--- src/rtl/modulo_debounce_pulso_pkg.sv ---
// Shared constants and types for the push-button conditioner.
// Also holds the channel map used by the sealing-controller top level.
package modulo_debounce_pulso_pkg;

    localparam int unsigned DEF_STABLE_COUNT  = 16;
    localparam int unsigned DEF_REPEAT_DELAY  = 32;
    localparam int unsigned DEF_REPEAT_PERIOD = 8;

    localparam int unsigned CH_ROLHAS = 0;
    localparam int unsigned CH_OP     = 1;

    typedef enum logic [1:0] {
        EV_IDLE,
        EV_PRESS,
        EV_HOLD,
        EV_RELEASE
    } lvl_evt_e;

    // Wide enough to hold DELAY+PERIOD without wrapping.
    function automatic int unsigned rcnt_width(input int unsigned delay,
                                               input int unsigned period);
        return $clog2(delay + period) + 1;
    endfunction

endpackage

--- src/rtl/modulo_debounce_pulso_canal.sv ---
// One button channel: 2-FF synchroniser, stability filter,
// registered press pulse and optional auto-repeat.
module modulo_debounce_canal
    import modulo_debounce_pulso_pkg::*;
#(
    parameter int unsigned STABLE_COUNT  = DEF_STABLE_COUNT,
    parameter int unsigned REPEAT_EN     = 0,
    parameter int unsigned REPEAT_DELAY  = DEF_REPEAT_DELAY,
    parameter int unsigned REPEAT_PERIOD = DEF_REPEAT_PERIOD
) (
    input  logic clk_i,
    input  logic rst_i,
    input  logic raw_i,
    input  logic inhibit_i,
    output logic level_o,
    output logic pulse_o
);

    localparam int unsigned CW = (STABLE_COUNT > 1) ? $clog2(STABLE_COUNT) : 1;
    localparam logic [CW-1:0] CNT_LAST = CW'(STABLE_COUNT - 1);

    logic          s1_q, s2_q;
    logic          level_q, level_d;
    logic          pulse_q, pulse_d;
    logic [CW-1:0] cnt_q, cnt_d;
    logic          rep_hit;
    lvl_evt_e      ev;

    always_comb begin
        cnt_d   = '0;
        level_d = level_q;
        if (s2_q != level_q) begin
            if (cnt_q == CNT_LAST) begin
                level_d = s2_q;
            end else begin
                cnt_d = cnt_q + CW'(1);
            end
        end
    end

    always_comb begin
        ev = EV_IDLE;
        if (!level_q && level_d) begin
            ev = EV_PRESS;
        end else if (level_q && !level_d) begin
            ev = EV_RELEASE;
        end else if (level_q) begin
            ev = EV_HOLD;
        end
    end

    if (REPEAT_EN != 0) begin : g_rep
        localparam int unsigned RW = rcnt_width(REPEAT_DELAY, REPEAT_PERIOD);
        localparam logic [RW-1:0] R_FIRST = RW'(REPEAT_DELAY);
        localparam logic [RW-1:0] R_NEXT  = RW'(REPEAT_DELAY + REPEAT_PERIOD);

        logic [RW-1:0] rcnt_q, rcnt_d, rinc;

        // Held inhibit keeps rcnt at 0, so repeats count from the release edge.
        always_comb begin
            rinc    = (rcnt_q == '1) ? rcnt_q : rcnt_q + RW'(1);
            rcnt_d  = '0;
            rep_hit = 1'b0;
            if (!inhibit_i && ev == EV_HOLD) begin
                if (rinc == R_NEXT) begin
                    rcnt_d  = R_FIRST;
                    rep_hit = 1'b1;
                end else begin
                    rcnt_d  = rinc;
                    rep_hit = (rinc == R_FIRST);
                end
            end
        end

        always_ff @(posedge clk_i or posedge rst_i) begin
            if (rst_i) begin
                rcnt_q <= '0;
            end else begin
                rcnt_q <= rcnt_d;
            end
        end
    end else begin : g_norep
        assign rep_hit = 1'b0;
    end

    assign pulse_d = !inhibit_i && (ev == EV_PRESS || rep_hit);

    always_ff @(posedge clk_i or posedge rst_i) begin
        if (rst_i) begin
            s1_q    <= 1'b0;
            s2_q    <= 1'b0;
            cnt_q   <= '0;
            level_q <= 1'b0;
            pulse_q <= 1'b0;
        end else begin
            s1_q    <= raw_i;
            s2_q    <= s1_q;
            cnt_q   <= cnt_d;
            level_q <= level_d;
            pulse_q <= pulse_d;
        end
    end

    assign level_o = level_q;
    assign pulse_o = pulse_q;

endmodule

--- src/rtl/modulo_debounce_pulso.sv ---
// Multi-channel push-button conditioner: polarity fix-up at the input
// and one independent debounce/pulse channel per button.
module modulo_debounce_pulso
    import modulo_debounce_pulso_pkg::*;
#(
    parameter int unsigned N_CANAIS      = 2,
    parameter int unsigned STABLE_COUNT  = DEF_STABLE_COUNT,
    parameter int unsigned ACTIVE_LOW    = 1,
    parameter int unsigned REPEAT_EN     = 0,
    parameter int unsigned REPEAT_DELAY  = DEF_REPEAT_DELAY,
    parameter int unsigned REPEAT_PERIOD = DEF_REPEAT_PERIOD
) (
    input  logic                clk,
    input  logic                clr,
    input  logic [N_CANAIS-1:0] btn_in,
    input  logic [N_CANAIS-1:0] inhibit,
    output logic [N_CANAIS-1:0] level_out,
    output logic [N_CANAIS-1:0] pulse_out
);

    logic [N_CANAIS-1:0] raw;

    assign raw = btn_in ^ {N_CANAIS{ACTIVE_LOW != 0}};

    for (genvar g = 0; g < N_CANAIS; g++) begin : g_canal
        modulo_debounce_canal #(
            .STABLE_COUNT (STABLE_COUNT),
            .REPEAT_EN    (REPEAT_EN),
            .REPEAT_DELAY (REPEAT_DELAY),
            .REPEAT_PERIOD(REPEAT_PERIOD)
        ) u_canal (
            .clk_i    (clk),
            .rst_i    (clr),
            .raw_i    (raw[g]),
            .inhibit_i(inhibit[g]),
            .level_o  (level_out[g]),
            .pulse_o  (pulse_out[g])
        );
    end

endmodule
--- config.mk ---
export PLATFORM = sky130hd
export DESIGN_NAME = modulo_debounce_pulso
export DESIGN_NICKNAME = d
export VERILOG_FILES = /design/src/rtl/modulo_debounce_pulso_pkg.sv /design/src/rtl/modulo_debounce_pulso_canal.sv /design/src/rtl/modulo_debounce_pulso.sv
export SDC_FILE = /design/constraint.sdc
export NUM_CORES = 1
export LEC_CHECK = 0
export BUFFER_PORTS_ARGS = -buffer_cell sky130_fd_sc_hd__clkbuf_2
export CORE_MARGIN = 1
export CORE_UTILIZATION = 40
export DETAILED_ROUTE_END_ITERATION = 6
export SLEW_MARGIN = 10
export SYNTH_ARGS = -nofsm -noshare
export SYNTH_HDL_FRONTEND = slang
export SYNTH_SLANG_ARGS = --single-unit
--- constraint.sdc ---
create_clock -name clk -period 3 [get_ports clk]
set_clock_uncertainty 0.2 [all_clocks]
set_input_delay 0.45 -clock clk [delete_from_list [all_inputs] [get_ports clk]]
set_output_delay 0.45 -clock clk [all_outputs]
set_load 0.05 [all_outputs]
==> flow_summary.json <==
{
  "status": "finished, violations left",
  "violations": "negative hold slack",
  "ys_warn_count": 0,
  "synth_compound_area_frac": 0.0440,
  "synth_ff_type": "dfrtp_1",
  "cp_cell_sequence": "clkbuf_2",
  "rsz0062_at_grt": "no",
  "synth_fp_nets": 59,
  "finalHoldViolCount": 9,
  "whs_ns": -0.00186,
  "critPathCapture": "level_out[0]",
  "relSlewSlack": 0.605,
  "total_power_w": 0.000400,
  "std_cell_rows": 14,
  "postCtsSetupRepairBufs": 0,
  "min_path_type": "input port to async pin",
  "clock.fmax_mhz": 601,
  "die-area_um2": 1870,
  "wirelength_um": 931,
  "dr_wl_met2_um": 377,
  "die_w_um": 43.3,
  "wl_per_cell_um": 12.3,
  "cp-end-kind": "output port",
  "first_iter_violations": 5,
  "synth_edf_count": 0,
  "reg2reg_depth": 3,
  "cts_max_level": 1,
  "slew_violations": 0,
  "synthXorXnorAreaFrac": 0.0514,
  "core_um2": 1540,
  "yosys.area_share.adder": 0.0367,
  "m1WireLength_um": 506,
  "io_buffers": 9,
  "synthMuxAreaShare": 0.0440,
  "fillCellCount": 138,
  "globalplace.congestion": 0.681,
  "routed.top_layer": "met4",
  "drtAntennaViolNets": 0,
  "fin_crit_sh": 0.555,
  "grt_pass1_vias": 344,
  "area_delta_synth_final_pct": 10.5,
  "dr_total_vias": 354,
  "antenna_cells": 0,
  "grt_max_degree": 17,
  "drv_cap": 0,
  "cts_sinks": 16,
  "critPathTopFamily": "flip-flops",
  "yosysSeqAreaShare": 0.587,
  "synth.distinct_cells": 14,
  "start_util": 0.442,
  "worst-path-stages": 1,
  "r2r_end": "g_canal[0].u_canal.level_o$_DFF_PP0_",
  "p_leak_nw": 0.357,
  "drive_above_1_share": 0.350,
  "cts_buffers": 3,
  "viasPerCell": 4.66,
  "synth_area_leader_cell": "dfrtp_1",
  "required_ns": 2.35,
  "syn-cell-area_um2": 682,
  "ios": 10,
  "die_y_um": 43.3,
  "grt_use_total": 0.117,
  "timing.rr.start": "g_canal[0].u_canal.cnt_q[0]$_DFF_PP0_",
  "reg2reg_setup_slack_ns": 1.59,
  "crit_buf_inv": 1,
  "pwr_density_cell_nw_per_um2": 531,
  "cts_max_path_buffers": 2,
  "finalCriticalPeriod_ns": 1.66,
  "antenna_found_initial": 0,
  "cts_resized": 0,
  "synth_top_family_by_area": "simple AND/OR/NAND/NOR gates",
  "dr_wl_met3_um": 31,
  "fin_setup_tns_ns": 0,
  "synthSimpleGateAreaFrac": 0.165,
  "critPathKind": "flip-flop to output port",
  "gr-total-overflow": 0,
  "synth-seq-cells": 16,
  "synth_top_area_frac": 0.587,
  "critPathMaxFanout": 4,
  "dp_hpwl_um": 623,
  "cts_root_buf": "clkbuf_4",
  "drtPass1Iterations": 2,
  "slowest_delay_ns": 0.43,
  "start_kind": "flip-flop",
  "tightest_slew_ns": 0.591,
  "postSynthCellCount": 51,
  "final_nets": 69,
  "clk_pin_slew_worst_paths_ns": 0.10,
  "hold_buffers": 0,
  "yosysMostFrequentCell": "dfrtp_1",
  "crit_path_top_delay_cell": "dfrtp_1",
  "cts_tree": "built",
  "synth.avg_cell_area_um2": 13.4,
  "startpoint": "g_canal[0].u_canal.level_o$_DFF_PP0_",
  "synth_top_cells_by_count": "16 x dfrtp_1, 5 x inv_1, 4 x a21oi_1, 4 x buf_4, 4 x xnor2_1",
  "ys_async_sr_fraction": 1.00,
  "setup_violations": 0,
  "cp.arrival_ns": 1.01,
  "insertion_delay_ns": 0.28,
  "synthTopCellsByArea": "dfrtp_1 59%, xnor2_1 5.1%, buf_4 4.4%, mux2_4 4.4%, nor4b_2 4.4%",
  "drc": 0,
  "grt_pass1_wl_um": 1540,
  "vdd_drop_max_mv": 0.265
}
==> where the power goes <==
group          internal [W]  switching (W)  leakage [nW]
Sequential         0.000225     0.00000880         0.209
Clock             0.0000737      0.0000673        0.0210
Combinational     0.0000123      0.0000131         0.127
==> layout make-up <==
| cell class | count | area [µm²] | share of cell area |
|---|---|---|---|
| Multi-Input combinational cell | 26 | 233 | 0.309 |
| Clock buffer | 4 | 36.3 | 0.0482 |
| Sequential cell | 16 | 400 | 0.532 |
| Inverter | 5 | 18.8 | 0.0249 |
| Timing Repair Buffer | 9 | 45.0 | 0.0598 |
| Tap cell | 16 | 20.0 | 0.0266 |
==> cells by family (layout without fill, tap and decap cells) <==
logic type / Yosys count / in the layout
AO/OA/AOI/OAI: 6 / 6
multiplexers: 2 / 2
adder cells (fa/ha/maj): 2 / 2
flip-flops: 16 / 16
XOR/XNOR: 4 / 4
buffers and inverters: 9 / 18
AND/OR/NAND/NOR: 12 / 12
==> per-stage QoR <==
stage	setup slack, ns	utilization	std cells	cell area [µm²]
6_report	1.34	0.489	76	753
5_1_grt	1.28	0.489	76	753
3_5_place_dp	1.62	0.465	72	717
4_1_cts	1.32	0.489	76	753
2_1_floorplan	1.66	-	51	682
3_3_place_gp	1.61	0.465	72	717
==> layer usage <==
metal / GRT usage / up-vias
met1: 0.163 / 155
met3: 0.0255 / 2
li1: - / 188
met5: 0 / -
met2: 0.161 / 9
met4: 0.0727 / 0
==> worst min-delay path by stage <==
| stage | end | slack (ns) | cells after the start |
|---|---|---|---|
| 6_report | g_canal[1].u_canal.cnt_q[0]$_DFF_PP0_ | -0.002 | 2 |
| 3_5_place_dp | g_canal[0].u_canal.s2_q$_DFF_PP0_ | 0.14 | 0 |
| 5_1_grt | g_canal[0].u_canal.s1_q$_DFF_PP0_ | 0.04 | 2 |
| 4_1_cts | g_canal[0].u_canal.cnt_q[2]$_DFF_PP0_ | 0.02 | 2 |
| 3_3_place_gp | g_canal[1].u_canal.s2_q$_DFF_PP0_ | 0.13 | 0 |
| 2_1_floorplan | g_canal[0].u_canal.s2_q$_DFF_PP0_ | 0.13 | 0 |
==> sequential cells by signal (all words and copies together), names as in the netlist <==
signal and flops:
g_canal.u_canal.level_o 2, g_canal.u_canal.pulse_o 2, g_canal.u_canal.s2_q 2, g_canal.u_canal.s1_q 2, g_canal.u_canal.cnt_q 8
==> cell usage in the layout (no fill, tap or decap) <==
cell      count
ha_1          2
mux2_4        2
dfrtp_1      16
nand3_2       2
clkbuf_8      1
nor2_1        2
clkbuf_2      9
xnor2_1       4
nor4b_2       2
nor3b_2       2
nand4b_1      2
a21oi_1       4
nor2b_1       2
o21ai_0       2
clkbuf_4      3
inv_1         5
Power figures use the tool's default switching activity.
